$ cat src/rtl/seg_mux_accumulator.sv
// Accumulating adder with a sticky overflow flag, shown on a scanned common-anode hex display.
// One digit is lit every REFRESH_DIV clocks; the outputs are registered, so they change one clock after the digit index or R.
module seg_mux_accumulator #(
  parameter int DIGITS      = 4,
  parameter int REFRESH_DIV = 50000,
  parameter bit BLANK_LZ    = 1'b0
) (
  input  logic                  clk,
  input  logic                  reset,
  input  logic [4*DIGITS-1:0]   a,
  input  logic [4*DIGITS-1:0]   b,
  input  logic                  op_valid,
  input  logic                  op_sel,
  output logic [DIGITS-1:0]     AN,
  output logic [6:0]            DISPLAY,
  output logic                  OVERFLOW
);

  localparam int W     = 4 * DIGITS;
  localparam int PC_W  = (REFRESH_DIV > 1) ? $clog2(REFRESH_DIV) : 1;
  localparam int IDX_W = (DIGITS > 1) ? $clog2(DIGITS) : 1;

  localparam logic [PC_W-1:0]  PC_LAST  = PC_W'(REFRESH_DIV - 1);
  localparam logic [IDX_W-1:0] IDX_LAST = IDX_W'(DIGITS - 1);

  logic [W-1:0]     r;
  logic             ovf;
  logic [W:0]       sum;
  logic [PC_W-1:0]  pc;
  logic [IDX_W-1:0] idx;
  logic             pc_wrap;
  logic [3:0]       nib;
  logic             upper_zero;
  logic             blank;
  logic [DIGITS-1:0] an_next;
  logic [6:0]       seg_next;

  // Carry is the extra top bit of a W+1 bit add.
  always_comb begin
    sum = '0;
    if (op_sel) begin
      sum = {1'b0, r} + {1'b0, a};
    end else begin
      sum = {1'b0, a} + {1'b0, b};
    end
  end

  always_ff @(posedge clk) begin
    if (reset) begin
      r   <= '0;
      ovf <= 1'b0;
    end else if (op_valid) begin
      r <= sum[W-1:0];
      if (op_sel) begin
        ovf <= ovf | sum[W];
      end else begin
        ovf <= sum[W];
      end
    end
  end

  assign OVERFLOW = ovf;

  assign pc_wrap = (pc == PC_LAST);

  always_ff @(posedge clk) begin
    if (reset) begin
      pc <= '0;
    end else if (pc_wrap) begin
      pc <= '0;
    end else begin
      pc <= pc + PC_W'(1);
    end
  end

  always_ff @(posedge clk) begin
    if (reset) begin
      idx <= '0;
    end else if (pc_wrap) begin
      if (idx == IDX_LAST) begin
        idx <= '0;
      end else begin
        idx <= idx + IDX_W'(1);
      end
    end
  end

  // Nibble mux and leading-zero detect over all digits at or above idx.
  always_comb begin
    nib        = '0;
    upper_zero = 1'b1;
    an_next    = '1;
    for (int i = 0; i < DIGITS; i++) begin
      if (idx == IDX_W'(i)) begin
        nib        = r[4*i +: 4];
        an_next[i] = 1'b0;
      end
      if ((IDX_W'(i) >= idx) && (r[4*i +: 4] != 4'h0)) begin
        upper_zero = 1'b0;
      end
    end
  end

  assign blank = BLANK_LZ && (idx != '0) && upper_zero;

  always_comb begin
    seg_next = 7'h7F;
    case (nib)
      4'h0: seg_next = 7'h40;
      4'h1: seg_next = 7'h79;
      4'h2: seg_next = 7'h24;
      4'h3: seg_next = 7'h30;
      4'h4: seg_next = 7'h19;
      4'h5: seg_next = 7'h12;
      4'h6: seg_next = 7'h02;
      4'h7: seg_next = 7'h78;
      4'h8: seg_next = 7'h00;
      4'h9: seg_next = 7'h10;
      4'hA: seg_next = 7'h08;
      4'hB: seg_next = 7'h03;
      4'hC: seg_next = 7'h46;
      4'hD: seg_next = 7'h21;
      4'hE: seg_next = 7'h06;
      4'hF: seg_next = 7'h0E;
      default: seg_next = 7'h7F;
    endcase
  end

  always_ff @(posedge clk) begin
    if (reset) begin
      AN      <= '1;
      DISPLAY <= 7'h7F;
    end else begin
      AN      <= an_next;
      DISPLAY <= blank ? 7'h7F : seg_next;
    end
  end

endmodule
$ cat config.mk
export PLATFORM = sky130hd
export DESIGN_NAME = seg_mux_accumulator
export DESIGN_NICKNAME = d
export VERILOG_FILES = /design/src/rtl/seg_mux_accumulator.sv
export SDC_FILE = /design/constraint.sdc
export NUM_CORES = 1
export LEC_CHECK = 0
export ABC_AREA = 1
export ABC_CLOCK_PERIOD_IN_PS = 2500
export CORE_ASPECT_RATIO = 0.6
export CORE_MARGIN = 3
export CORE_UTILIZATION = 49
export CTS_CLUSTER_DIAMETER = 60
export DETAILED_ROUTE_END_ITERATION = 10
export PLACE_DENSITY_LB_ADDON = 0.3
export SLEW_MARGIN = 20
export SYNTH_ARGS = -nofsm -noshare
export SYNTH_HDL_FRONTEND = slang
export SYNTH_SLANG_ARGS = --single-unit
$ cat constraint.sdc
create_clock -name clk -period 2.5 [get_ports clk]
set_input_delay 0.5 -clock clk [delete_from_list [all_inputs] [get_ports clk]]
set_output_delay 0.5 -clock clk [all_outputs]
set_load 0.02 [all_outputs]
* After elaboration in Yosys (flattened, before gate mapping) *
Memories as Yosys holds them, arrays and structs flattened. A register that Yosys moved wholly into a read port is not among the register bits.
Index checks and enable logic that the tools add are counted.

cells by class
  add/sub/neg operators = 4
  equal/unequal tests = 4
  muxes and demuxes = 11
  bitwise gates (word level) = 1
  reduce and logical (&&, ||, !) cells = 2

operators by type and width
  cell                                           number
  adder 16 x 16 -> 17 bit                        2
  two-way mux 17 bit                             1
  adder 16 x 1 -> 16 bit, second input constant  1
  == test 16 bit, second input constant          1
  two-way mux 4 bit                              4
  two-way mux 1 bit                              5
  == test 2 bit, second input constant           2
  adder 2 x 1 -> 2 bit, second input constant    1
  == test 2 x 1 -> 1 bit, second input constant  1
  zero test 2 bit                                1
  two-way mux 2 bit                              1
  OR reduction 2 bit                             1
  bitwise OR 1 bit                               1

storage, ports and cells
  register bits = 39
  ROM bits = 112
  output and inout port bits = 12
  logic and storage cells = 28
  memories = 1

memories
  memory           words  bits a word  rd ports  clocked after Yosys merged registers in  write ports  line  source
  (no name shown)  16     7            1         1                                        0            108   case (nib)

* Longest topological paths before layout *
  depth after elaboration = 5
  gate-level depth with buffers = 14

* Least setup slack after synthesis *
Ideal clock, no wire load.

  kind = input to register
  from = in op_sel
  to = reg r[7]
  arrival time = 2.140 ns
  path slack = 0.245 ns
  cell stages on the path = 11
  cell sequence = clkbuf_1 > clkbuf_1 > a21oi_1 > ha_1 > nand2_1 > inv_1 > a21oi_1 > nand2_1 > xor2_1 > o21ai_0 > inv_1

on the way
  cells in the longest elaborated chain, start to end = 1

ends and longest elaborated chain
  what                  line  source
  start, declared       13    input logic op_sel,
  two-way mux 17 bit    41    if (op_sel) begin
  end signal, assigned  53    r <= sum[W-1:0];
  end, declared         26    logic [W-1:0] r;

Every way passes these cells.
A chain may end at the register's enable or synchronous reset.

* Worst setup path in the final report *
  from = in b[0]
  to = reg r[8]

on the way
  cells in the longest elaborated chain, start to end = 2

ends and longest elaborated chain
  what                     line  source
  start, declared          11    input logic [4*DIGITS-1:0] b,
  adder 16 x 16 -> 17 bit  44    sum = {1'b0, a} + {1'b0, b};
  two-way mux 17 bit       41

Every way passes these cells.

==> metrics.md <==
| Metric | Value |
|---|---|
| Worst rel slew slack | `0.625` |
| DR WL/cell | `12.8 µm` |
| Reg-to-reg setup timing slack | `0.32 ns` |
| Number of global-route vias before repair | `3055` |
| GP Congestion | `0.894` |
| Cell with the most instances after synthesis | `nand2_1` |
| Final ANT Viol Nets | `0` |
| Worst vdd ir | `347 µV` |
| Setup_tns | `0 ns` |
| Initial Util | `0.528` |
| Top_reg_cell synth | `dfxtp_1` |
| Crit start category | `primary input` |
| Initial antenna violation count | `0` |
| Final instance area | `0.00434 mm²` |
| Hold Violations, Final | `0` |
| Vias per inst | `5.10` |
| Clock Power Share | `0.325` |
| Clock Latency Late Sink | `0.28 ns` |
| Final period utilization | `0.920` |
| Switch Pwr | `0.000717 W` |
| Post-synth EDFFs | `0` |
| Synth-to-Final Area Change | `29.1%` |
| Drt pass-1 iters | `5` |
| Port bufs | `47` |
| Worst slew pin tran | `0.562 ns` |
| Flops & latches, synth | `46` |
| CP Class | `primary input to flop` |
| Switching Share | `0.312` |
| Internal | `0.00158 W` |
| Core area | `0.00636 mm²` |
| Netlist Area Pre-Place | `0.00336 mm²` |
| First DRT Iteration DRCs | `226` |
| Final min period | `2.30 ns` |
| Max_cap viols | `0` |
| Worst Path Arrival | `2.48 ns` |
| Combinational share of power | `0.324` |
| Crit path required time | `2.68 ns` |
| Clock sink count | `46` |
| Largest net degree at the start of global routing | `30` |
| DP Wirelength | `6610 µm` |
| Run status | `finished clean` |
| Final setup violation count | `0` |
| First-pass GRT wire length | `14000 µm` |
| Top cells by count, synth | `nand2_1, inv_1, dfxtp_1` |
| Post-synthesis sequential area ratio | `0.274` |
| Area leader, netlist | `dfxtp_1` |
| Vias | `3481` |
| Async SR Flop Fraction | `0` |
| Final-report max-slew violation count | `0` |
| WL final | `8770 µm` |
| H-tree depth | `2` |
| Largest cells by area after synthesis | `dfxtp_1, nand2_1, inv_1` |
| F_max | `435 MHz` |
| Synth unique cells | `33` |
| GR Overflow Total | `0` |
| CTS Buffer Depth | `2` |
| Ports | `48` |
| CTS tree | `yes` |
| Top-area cell type share of the netlist area | `0.274` |
| HP Class | `flop to flop` |
| Share of total power in sequential cells | `0.351` |
| Warnings from Yosys | `0` |
| Die Area | `0.00792 mm²` |
| Total global routing track utilization | `0.212` |
| CTS clock-pin slew for the worst setup and hold paths | `0.07 ns` |
| Layout cells sized above 1 | `0.127` |
| Pwr Density | `530 mW/mm²` |
| Crit-path max FO | `3` |
| Die height | `70.1 µm` |
| Mapped Cells | `530` |
| TritonCTS Buffers | `5` |
| Root Driver | `clkbuf_16` |
| # rows | `22` |
| Worst setup EP type | `flop` |
| Die width | `113 µm` |
| Fin nets | `662` |
| Drc violations | `0` |
| Syn nets | `594` |
| Placed inst area | `0.00405 mm²` |
| Leakage power | `2.16 nW` |
| Synth Area per Inst | `6.34 µm²` |
| N_diodes | `0` |
| Clock skew | `0.00835 ns` |
| RSZ-0062 raised after global routing | `no` |
==> metrics by stage <==
stage / utilization / total power [W] / cells / worst slack (ns) / hold slack [ns]
5_1_grt: 0.682 / 0.00243 / 683 / 0.0440 / 0.487
2_1_floorplan: - / 0.00126 / 530 / 0.245 / 0.428
4_1_cts: 0.664 / 0.00226 / 680 / 0.00665 / 0.469
3_3_place_gp: 0.637 / 0.00150 / 672 / -0.225 / 0.438
3_5_place_dp: 0.637 / 0.00152 / 672 / -0.285 / 0.455
6_report: 0.682 / 0.00230 / 683 / 0.200 / 0.472
==> cell type report <==
cell class / instances / area, µm²
Clock buffer: 5 / 125
Inverter: 98 / 368
Sequential cell: 46 / 921
Fill cell: 559 / 2020
Multi-Input combinational cell: 375 / 2060
Tap cell: 84 / 105
Timing Repair Buffer: 72 / 712
Clock inverter: 3 / 45.0
==> timing repair <==
action / CTS / global route
gates resized for setup: 0 / 20
setup buffers: 0 / 1
endpoints found under the setup margin: 0 / 19
hold buffers: 0 / 0
==> cell usage in the layout, fill, tap and decap left out, types with 5 or more instances in the layout <==
| cell | netlist | routed |
|---|---|---|
| a21oi_1 | 45 | 42 |
| nor3_1 | 9 | 9 |
| nand2_1 | 145 | 143 |
| a21oi_2 | 5 | 8 |
| nand2_2 | 4 | 6 |
| clkdlybuf4s50_1 | 0 | 46 |
| inv_1 | 96 | 96 |
| nor2_1 | 40 | 37 |
| nand4_1 | 5 | 5 |
| nand3_1 | 39 | 37 |
| o21ai_0 | 18 | 17 |
| nor2_2 | 8 | 11 |
| buf_4 | 0 | 21 |
| ha_1 | 27 | 25 |
| xor2_1 | 9 | 9 |
| clkbuf_16 | 0 | 7 |
| dfxtp_1 | 46 | 46 |
==> logic make-up (layout without fill, tap and decap cells) <==
family | count (synthesis) | after routing | share of synthesized area
AOI/OAI and AO/OA | 72 | 72 | 0.116
xor gates and xnor gates | 10 | 10 | 0.0261
adders and majority gates | 28 | 28 | 0.107
buffers and inverters | 109 | 178 | 0.127
DFF | 46 | 46 | 0.274
muxes | 2 | 2 | 0.00671
and+or+nand+nor | 263 | 263 | 0.343
==> worst paths after layout <==
path,start,cells past startpoint,endpoint
min,pc[0],1,pc[0]
min reg2reg,pc[0],1,pc[0]
max reg2reg,idx[0],13,DISPLAY[3]
max,b[0],13,r[8]
==> worst max-delay path, cell delays in order <==
cell,delay (ns)
clkdlybuf4s50_1,0.40
mux2_2,0.26
ha_2,0.18
fa_2,0.34
nand2_1,0.07
nand2_1,0.07
and2_2,0.21
nand2_1,0.06
nand2_1,0.07
xnor2_1,0.16
nand2_1,0.07
nand2_1,0.05
inv_1,0.04
==> power groups by stage <==
stage	logic, W	clock network (W)	registers, W
2_1_floorplan	0.000427	0	0.000837
5_1_grt	0.000833	0.000786	0.000809
3_3_place_gp	0.000683	0	0.000819
4_1_cts	0.000704	0.000755	0.000804
6_report	0.000745	0.000747	0.000806
3_5_place_dp	0.000699	0	0.000821
==> metal layers <==
layer,track usage,vias to the layer above,share of wire
met2,0.329,111,0.41
met5,0,-,0
met3,0.0433,4,0.068
li1,-,1790,-
met1,0.315,1576,0.51
met4,0.0147,0,0.0029
==> flip-flops by register name, summed over array words and instances, names as in the netlist <==
name and flops:
DISPLAY 7, OVERFLOW 1, idx 2, pc 16, AN 4, r 16
Note: power is estimated with default switching activity, not from simulation.
